--- config.mk ---
export PLATFORM = sky130hd
export DESIGN_NAME = uart_cmd_parser
export DESIGN_NICKNAME = d
export VERILOG_FILES = /design/src/rtl/uart_pkg.sv /design/src/rtl/uart_cmd_parser.sv
export SDC_FILE = /design/constraint.sdc
export NUM_CORES = 1
export LEC_CHECK = 0
export ABC_AREA = 0
export ABC_CLOCK_PERIOD_IN_PS = 6800
export BUFFER_PORTS_ARGS = -buffer_cell sky130_fd_sc_hd__buf_2
export CAP_MARGIN = 5
export CORE_MARGIN = 2
export CORE_UTILIZATION = 60
export DETAILED_ROUTE_END_ITERATION = 7
export PLACE_DENSITY = 0.82
export SLEW_MARGIN = 10
export SYNTH_ARGS = -nofsm -noshare
export SYNTH_HDL_FRONTEND = slang
export SYNTH_SLANG_ARGS = --single-unit
export TNS_END_PERCENT = 5
--- constraint.sdc ---
create_clock -name clk -period 6.8 [get_ports clk]
set_input_delay 1.7 -clock clk [delete_from_list [all_inputs] [get_ports clk]]
set_output_delay 1.7 -clock clk [all_outputs]
set_load 0.005 [all_outputs]
--- src/rtl/uart_pkg.sv ---
// Shared definitions for the UART command parser: FSM states, ASCII
// constants and hex conversion helpers.
package uart_pkg;

    typedef enum logic [3:0] {
        IDLE,
        ADDR_HI,
        ADDR_LO,
        DATA_HI,
        DATA_LO,
        WAIT_CR,
        SKIP,
        EXEC,
        RD_WAIT,
        RESP
    } state_t;

    localparam logic [7:0] CR   = 8'h0D;
    localparam logic [7:0] LF   = 8'h0A;
    localparam logic [7:0] CH_W = 8'h57;
    localparam logic [7:0] CH_R = 8'h52;
    localparam logic [7:0] CH_K = 8'h4B;
    localparam logic [7:0] CH_E = 8'h45;

    function automatic logic is_hex(input logic [7:0] c);
        return (c >= 8'h30 && c <= 8'h39) ||
               (c >= 8'h41 && c <= 8'h46) ||
               (c >= 8'h61 && c <= 8'h66);
    endfunction

    // Letters A-F and a-f share the same low nibble (1..6), so one offset covers both.
    function automatic logic [3:0] hex2nib(input logic [7:0] c);
        if (c <= 8'h39) begin
            return c[3:0];
        end
        return c[3:0] + 4'd9;
    endfunction

    function automatic logic [7:0] nib2hex(input logic [3:0] n);
        if (n < 4'd10) begin
            return 8'h30 + {4'h0, n};
        end
        return 8'h37 + {4'h0, n};
    endfunction

endpackage

--- src/rtl/uart_cmd_parser.sv ---
// ASCII command parser: "W" AA DD CR writes a register, "R" AA CR reads one;
// replies "K" CR LF, two hex digits CR LF, or "E" CR LF on a malformed command.
module uart_cmd_parser
    import uart_pkg::*;
#(
    parameter int unsigned TIMEOUT_CYCLES = 100000000
) (
    input  logic       clk,
    input  logic       rst,
    input  logic [7:0] rx_data,
    input  logic       rx_valid,
    output logic       rx_ready,
    output logic [7:0] tx_data,
    output logic       tx_valid,
    input  logic       tx_ready,
    output logic [7:0] reg_addr,
    output logic [7:0] reg_wdata,
    output logic       reg_wr_en,
    output logic       reg_rd_en,
    input  logic [7:0] reg_rdata
);

    localparam int unsigned    TW       = $clog2(TIMEOUT_CYCLES + 1);
    localparam logic [TW-1:0]  TMO_LAST = TW'(TIMEOUT_CYCLES - 1);

    state_t          state_q, state_d;
    logic            rdy_en_q;
    logic            is_wr_q, is_wr_d;
    logic [7:0]      addr_q, addr_d;
    logic [7:0]      wdata_q, wdata_d;
    logic [3:0][7:0] rsp_q, rsp_d;
    logic [1:0]      len_q, len_d;
    logic [1:0]      idx_q, idx_d;
    logic [TW-1:0]   tmo_q, tmo_d;

    logic            accept;
    logic            waiting;
    logic            err;
    logic [3:0]      nib;

    assign waiting   = state_q inside {ADDR_HI, ADDR_LO, DATA_HI, DATA_LO, WAIT_CR, SKIP};
    // rdy_en_q holds rx_ready low until the first clock after reset release.
    assign rx_ready  = rdy_en_q && (waiting || state_q == IDLE);
    assign accept    = rx_valid && rx_ready;
    assign nib       = hex2nib(rx_data);

    assign tx_valid  = (state_q == RESP);
    assign tx_data   = (state_q == RESP) ? rsp_q[idx_q] : '0;
    assign reg_addr  = addr_q;
    assign reg_wdata = wdata_q;
    assign reg_wr_en = (state_q == EXEC) && is_wr_q;
    assign reg_rd_en = (state_q == EXEC) && !is_wr_q;

    always_ff @(posedge clk or posedge rst) begin
        if (rst) begin
            state_q  <= IDLE;
            rdy_en_q <= 1'b0;
            is_wr_q  <= 1'b0;
            addr_q   <= '0;
            wdata_q  <= '0;
            rsp_q    <= '0;
            len_q    <= '0;
            idx_q    <= '0;
            tmo_q    <= '0;
        end else begin
            state_q  <= state_d;
            rdy_en_q <= 1'b1;
            is_wr_q  <= is_wr_d;
            addr_q   <= addr_d;
            wdata_q  <= wdata_d;
            rsp_q    <= rsp_d;
            len_q    <= len_d;
            idx_q    <= idx_d;
            tmo_q    <= tmo_d;
        end
    end

    always_comb begin
        state_d = state_q;
        is_wr_d = is_wr_q;
        addr_d  = addr_q;
        wdata_d = wdata_q;
        rsp_d   = rsp_q;
        len_d   = len_q;
        idx_d   = idx_q;
        tmo_d   = '0;
        err     = 1'b0;

        case (state_q)
            IDLE: begin
                if (accept) begin
                    if ((rx_data | 8'h20) == (CH_W | 8'h20)) begin
                        is_wr_d = 1'b1;
                        state_d = ADDR_HI;
                    end else if ((rx_data | 8'h20) == (CH_R | 8'h20)) begin
                        is_wr_d = 1'b0;
                        state_d = ADDR_HI;
                    end else if (rx_data != CR && rx_data != LF) begin
                        state_d = SKIP;
                    end
                end
            end
            ADDR_HI, ADDR_LO, DATA_HI, DATA_LO: begin
                if (accept) begin
                    if (rx_data == CR) begin
                        err = 1'b1;
                    end else if (!is_hex(rx_data)) begin
                        state_d = SKIP;
                    end else begin
                        case (state_q)
                            ADDR_HI: begin
                                addr_d  = {nib, addr_q[3:0]};
                                state_d = ADDR_LO;
                            end
                            ADDR_LO: begin
                                addr_d  = {addr_q[7:4], nib};
                                state_d = is_wr_q ? DATA_HI : WAIT_CR;
                            end
                            DATA_HI: begin
                                wdata_d = {nib, wdata_q[3:0]};
                                state_d = DATA_LO;
                            end
                            default: begin
                                wdata_d = {wdata_q[7:4], nib};
                                state_d = WAIT_CR;
                            end
                        endcase
                    end
                end
            end
            WAIT_CR: begin
                if (accept) begin
                    state_d = (rx_data == CR) ? EXEC : SKIP;
                end
            end
            SKIP: begin
                if (accept && rx_data == CR) begin
                    err = 1'b1;
                end
            end
            EXEC: begin
                idx_d = '0;
                if (is_wr_q) begin
                    rsp_d   = {8'h00, LF, CR, CH_K};
                    len_d   = 2'd2;
                    state_d = RESP;
                end else begin
                    state_d = RD_WAIT;
                end
            end
            RD_WAIT: begin
                rsp_d   = {LF, CR, nib2hex(reg_rdata[3:0]), nib2hex(reg_rdata[7:4])};
                len_d   = 2'd3;
                idx_d   = '0;
                state_d = RESP;
            end
            RESP: begin
                if (tx_valid && tx_ready) begin
                    if (idx_q == len_q) begin
                        idx_d   = '0;
                        state_d = IDLE;
                    end else begin
                        idx_d = idx_q + 2'd1;
                    end
                end
            end
            default: state_d = IDLE;
        endcase

        if (err) begin
            rsp_d   = {8'h00, LF, CR, CH_E};
            len_d   = 2'd2;
            idx_d   = '0;
            state_d = RESP;
        end

        // Silence inside a command abandons it without a reply.
        if (waiting && !accept) begin
            if (tmo_q == TMO_LAST) begin
                state_d = IDLE;
            end else begin
                tmo_d = tmo_q + TW'(1);
            end
        end
    end

endmodule

* Word-level counts from Yosys, hierarchy flattened
Index checks and enable logic that the tools add are counted.
** Cells by class
- $add $sub $neg :: 7
- $lt $le $gt $ge :: 9
- Equal/unequal tests :: 18
- Multiplexer cells :: 52
- Bitwise operators :: 5
- Reduce and logical (&&, ||, !) cells :: 31
** Operators by type and width (count)
- 32-bit two-way mux :: 2
- 32-bit one-hot mux with 2 select lines :: 1
- 4-bit two-way mux :: 14
- 27-bit two-way mux :: 2
- 8-bit two-way mux :: 6
- 8-bit one-hot mux with 2 select lines :: 2
- 6-bit by 4-bit adder with 7-bit output, first input constant :: 4
- 4-bit one-hot mux with 7 select lines :: 1
- 27-bit by 1-bit adder with 27-bit output, second input constant :: 1
- 27-bit equality test, second input constant :: 1
- 6-bit AND reduction :: 4
- 8-bit binary-select mux with 2-bit select :: 1
- 4-bit by 3-bit equality test with 1-bit output, second input constant :: 4
- 8-bit by 7-bit greater-or-equal comparator with 1-bit output, second input constant :: 2
- 8-bit by 7-bit less-or-equal comparator with 1-bit output, second input constant :: 2
- 8-bit by 4-bit inequality test with 1-bit output, second input constant :: 2
- 7-bit by 6-bit equality test with 1-bit output, second input constant :: 2
- 1-bit two-way mux :: 12
- 1-bit logical AND :: 11
- 2-bit two-way mux :: 5
- 3-bit one-hot mux with 3 select lines :: 1
- 4-bit by 2-bit equality test with 1-bit output, second input constant :: 2
- 4-bit equality test, second input constant :: 2
- 8-bit by 4-bit equality test with 1-bit output, second input constant :: 1
- other kinds (24) :: 37
** Word-level totals
- Register bits :: 85
- Bits of input ports :: 20
- Word-level logic and storage cells :: 136

* Longest topological paths before layout
- Word-level depth :: 11
- Depth in mapped cells :: 8
- Mapped depth without buffers :: 7

* Least setup slack after synthesis
Ideal clock, no wire load.
- Kind :: input to register
- From :: in rx_data[0]
- To :: reg addr_q[0], in the netlist reg_addr[0]
- Setup time :: 0.125 ns
- Data arrival time :: 3.431 ns
- Setup slack :: 3.244 ns
- Cell stages on the path :: 8
- Cell sequence :: inv_1 -> ha_1 -> nor3b_1 -> nor4_4 -> o211ai_2 -> or4_1 -> buf_2 -> mux2_4
** Between the ends
- Cells in the longest elaborated chain, start to end :: 5
- Elaborated cells between the ends (all ways) :: 19
- Classes of those cells :: add/sub: 1; order compare: 6; eq/ne: 1; mux: 4; bitwise: 1; reduce/logical: 6
** Ends and longest elaborated chain
- start: declaration :: RTL line uart_cmd_parser.sv:10 : input logic [7:0] rx_data,
- 8-bit by 6-bit greater-or-equal comparator with 1-bit output (tied with other cells) :: RTL line uart_pkg.sv:26 : return (c >= 8'h30 && c <= 8'h39) ||
- 1-bit logical AND, on equally long branches :: RTL line uart_pkg.sv:26, uart_pkg.sv:27
- 1-bit logical OR :: RTL line uart_pkg.sv:26
- 1-bit logical OR :: RTL line uart_pkg.sv:27 : (c >= 8'h41 && c <= 8'h46) ||
- 6-bit AND reduction (no source line)
- end signal: assignment :: RTL line uart_cmd_parser.sv:69 : addr_q <= addr_d;
- end: declaration :: RTL line uart_cmd_parser.sv:29 : logic [7:0] addr_q, addr_d;
Parallel ways exist; a longest one is shown, timed or not. The select of a mux whose other input is x is not followed.
A chain may end at the register's enable or synchronous reset.

* Final worst setup path
- From :: reg state_q[0]
- To :: out tx_data[2]
** Between the ends
- Cells in the longest elaborated chain, start to end :: 2
** Ends and longest elaborated chain
- start: declaration :: RTL line uart_cmd_parser.sv:26 : state_t state_q, state_d;
- start signal: assignment :: RTL line uart_cmd_parser.sv:66 : state_q <= state_d;
- 4-bit equality test :: RTL line uart_cmd_parser.sv:48 : assign tx_data = (state_q == RESP) ? rsp_q[idx_q] : '0;
- 8-bit two-way mux :: RTL line uart_cmd_parser.sv:48
- end: declaration :: RTL line uart_cmd_parser.sv:13 : output logic [7:0] tx_data,
Every way passes these cells.

==> impl_metrics.ini <==
[clock_network]
cts_resized = 0
clk_pin_slew_ns = 0.07
post_cts_buffers = 0
clock-sinks = 68
hold_buffers = 0
cts_buffer_depth = 2
cts_buffers = 9
clock-root-buffer = clkbuf_8
insertion_delay_ns = 0.34
cts_tree = yes
ctsHtreeMaxLevel = 3

[finish]
multi_input_area_um2 = 1990
n_antenna_cell = 0
nFillCells = 465
drive_gt1_share_pct = 19.9
ff_latch_area_um2 = 1700
area_delta_synth_final_pct = 13.7
nets = 466

[grt]
grt_max_degree = 69
grt_pass1_wl_um = 14300
grt_use_met2_pct = 41.2
grt_usage_pct = 25.1
use_met1_pct = 33.1
overflow = 0
grt_pass1_vias = 3094
met3_usage_pct = 4.75
gr-max-usage-layer = met2
antenna_found_initial = 0

[yosys]
synth_edf_count = 0
netlist_instances = 396
synthArstFlopShare_pct = 100
ys_warn_count = 0
synth_area_um2 = 3830
synth.distinct_cells = 57
synth-seq-cells = 68
synth_adder_area_share_pct = 2.61
ys_top_cells_by_area = dfrtp_1, nor2_1, xor2_1
syn_nets = 424
synth-xor-area-share_pct = 6.85
synth_top_family_by_area = simple AND/OR/NAND/NOR gates
synth_mux_area_share_pct = 8.52
synth_compound_area_share_pct = 10.8
synth_top_cell_area_share_pct = 44.4
synthFlopType = dfrtp_1
syn_area_per_cell_um2 = 9.68
synth_top_cell_by_area = dfrtp_1
yosysSeqAreaShare_pct = 44.4
synth-simple-area-share_pct = 22.7

[sta]
hold_viol_final = 0
rsz0062_at_grt = no
worst_pin_slew_ns = 0.958
relSlewSlack_pct = 36.1
finalCritPeriodShare_pct = 56.9
max_freq_ghz = 0.258
drv_slew = 0
finClkSkew_ns = 0.00800
fin_crit_ns = 3.87
setup_viol = 0
layout_setup_ws_ns = 2.93
finalSetupTns_ns = 0
hold_slack_ns = 0.492

[routing]
first_pass_iters = 4
routed_via_density = 5.93
ant_nets = 0
wl_per_cell_um = 15.9
drt_iter0_drc = 179
routed_wl_um = 8290
drc = 0
num_vias = 3082

[floorplanning]
coreArea_um2 = 6280
chipWidth_um = 83.9
dieHeight_um = 83.9
start_util_pct = 61.1
io_pins = 48
dieArea_um2 = 7050
row_count = 29

[run]
max-cap-violations = 0

[place]
post-place-ws_ns = 2.88
dpl.hpwl_um = 5740
port_buffers = 46
routabilityCongestion = 0.848

[setup_path]
regToRegSetupSlack_ns = 4.04
crit_type = reg2out
critPathCaptureType = primary output
rr_worst_depth = 5
crit_path_max_fanout = 16
arrival_ns = 2.17
required_ns = 5.10
cp-start-kind = register

[power_and_ir_drop]
power.density_nw_per_um2 = 302
leakagePower_nw = 2.02
power_mw = 1.32
ir_drop_v = 0.000176

[status]
outcome = finished, final reports clean

[min_path]
min_path_type = reg2reg
holdPathStages = 1
==> cell families after synthesis <==
| family | count (synthesis) |
|---|---|
| buffers and inverters | 38 |
| flip-flops | 68 |
| AO/OA/AOI/OAI | 63 |
| other | 2 |
| adder cells (fa/ha/maj) | 8 |
| XOR/XNOR | 30 |
| AND/OR/NAND/NOR | 162 |
| multiplexers | 25 |
==> layer usage <==
metal | share of wire [%] | vias to the layer above
li1 | - | 1478
met1 | 45 | 1494
met2 | 48 | 95
met3 | 4.4 | 15
met4 | 1.8 | 0
met5 | 0 | -
==> critical path, stage by stage (launching register included) <==
cell	delay, ns
dfrtp_1	0.66
nand2b_1	0.24
nor2_1	0.40
o21ai_0	0.22
a21oi_1	0.17
buf_2	0.13
==> metrics by stage <==
step / util, % / instances / area, um2
after CTS: 69.3 / 520 / 4350
after global placement: 65.3 / 504 / 4100
final: 69.4 / 520 / 4360
after detailed placement: 65.3 / 504 / 4100
after global routing: 69.4 / 520 / 4360
after floorplan: - / 396 / 3830
==> final timing paths <==
check,startpoint,to
hold / removal,rsp_q[13]$_DFFE_PP0P_,rsp_q[13]$_DFFE_PP0P_
hold reg to reg,rsp_q[13]$_DFFE_PP0P_,rsp_q[13]$_DFFE_PP0P_
min in group asynchronous,rst,reg_addr[1]$_DFFE_PP0P_
max in group asynchronous,rst,len_q[0]$_DFFE_PP0P_
setup reg to reg,state_q[2]$_DFF_PP0_,tmo_q[4]$_DFF_PP0_
setup / recovery,state_q[0]$_DFF_PP0_,tx_data[2]
==> flip-flops by register name, summed over array words and instances, names as in the netlist <==
signal	count
tmo_q	27
rsp_q	16
reg_addr	8
reg_wdata	8
state_q	4
idx_q	2
is_wr_q	1
len_q	1
rdy_en_q	1
==> Yosys cell counts, types with 2 or more instances <==
| cell | number |
|---|---|
| and3_1 | 9 |
| o31ai_1 | 2 |
| mux2_4 | 8 |
| and2_1 | 3 |
| mux2i_1 | 6 |
| or4_1 | 5 |
| dfrtp_1 | 68 |
| xnor2_1 | 13 |
| nand2b_1 | 6 |
| nand3_1 | 18 |
| nor4b_1 | 3 |
| o21ai_0 | 16 |
| nor3b_1 | 2 |
| nor2b_1 | 5 |
| ha_1 | 8 |
| a21oi_1 | 14 |
| nand2_1 | 24 |
| mux2_2 | 5 |
| a22o_1 | 3 |
| nor2_1 | 49 |
| mux2_1 | 4 |
| nand4_1 | 10 |
| inv_1 | 21 |
| o22a_1 | 2 |
| o221ai_1 | 2 |
| o21a_1 | 3 |
| buf_2 | 5 |
| a31oi_1 | 5 |
| a211oi_1 | 5 |
| a2bb2oi_1 | 3 |
| mux4_2 | 2 |
| nor3_1 | 7 |
| o2bb2ai_1 | 2 |
| nor4_1 | 5 |
| conb_1 | 2 |
| xor2_1 | 17 |
| clkbuf_1 | 11 |
| or3_1 | 4 |
==> cells in the final DEF, fill, tap and decap left out, types with 5 or more instances in the layout <==
master / n
a211oi_1: 5
or4_1: 5
nor2b_1: 5
o21ai_0: 16
mux2_4: 8
xor2_1: 17
and3_1: 9
inv_1: 20
nand2_1: 24
ha_1: 8
a21oi_1: 14
dfrtp_1: 68
nor3_1: 7
buf_2: 46
nand3_1: 18
mux2i_1: 6
a31oi_1: 5
clkbuf_8: 11
mux2_2: 5
nor2_1: 49
nand4_1: 10
xnor2_1: 13
nand2b_1: 6
==> cell type report <==
type,count,area share [%]
multi-input combinational,290,45.6
sequential,68,39.0
timing repair buffer,48,5.63
clock buffer,12,3.56
tap,77,2.21
clock inverter,4,2.18
inverter,21,1.81
==> power breakdown <==
part / leakage, nW / switching, mW / internal, mW
Combinational: 0.999 / 0.167 / 0.156
Sequential: 0.897 / 0.0950 / 0.483
Clock: 0.127 / 0.152 / 0.263
Power figures use the tool's default switching activity.
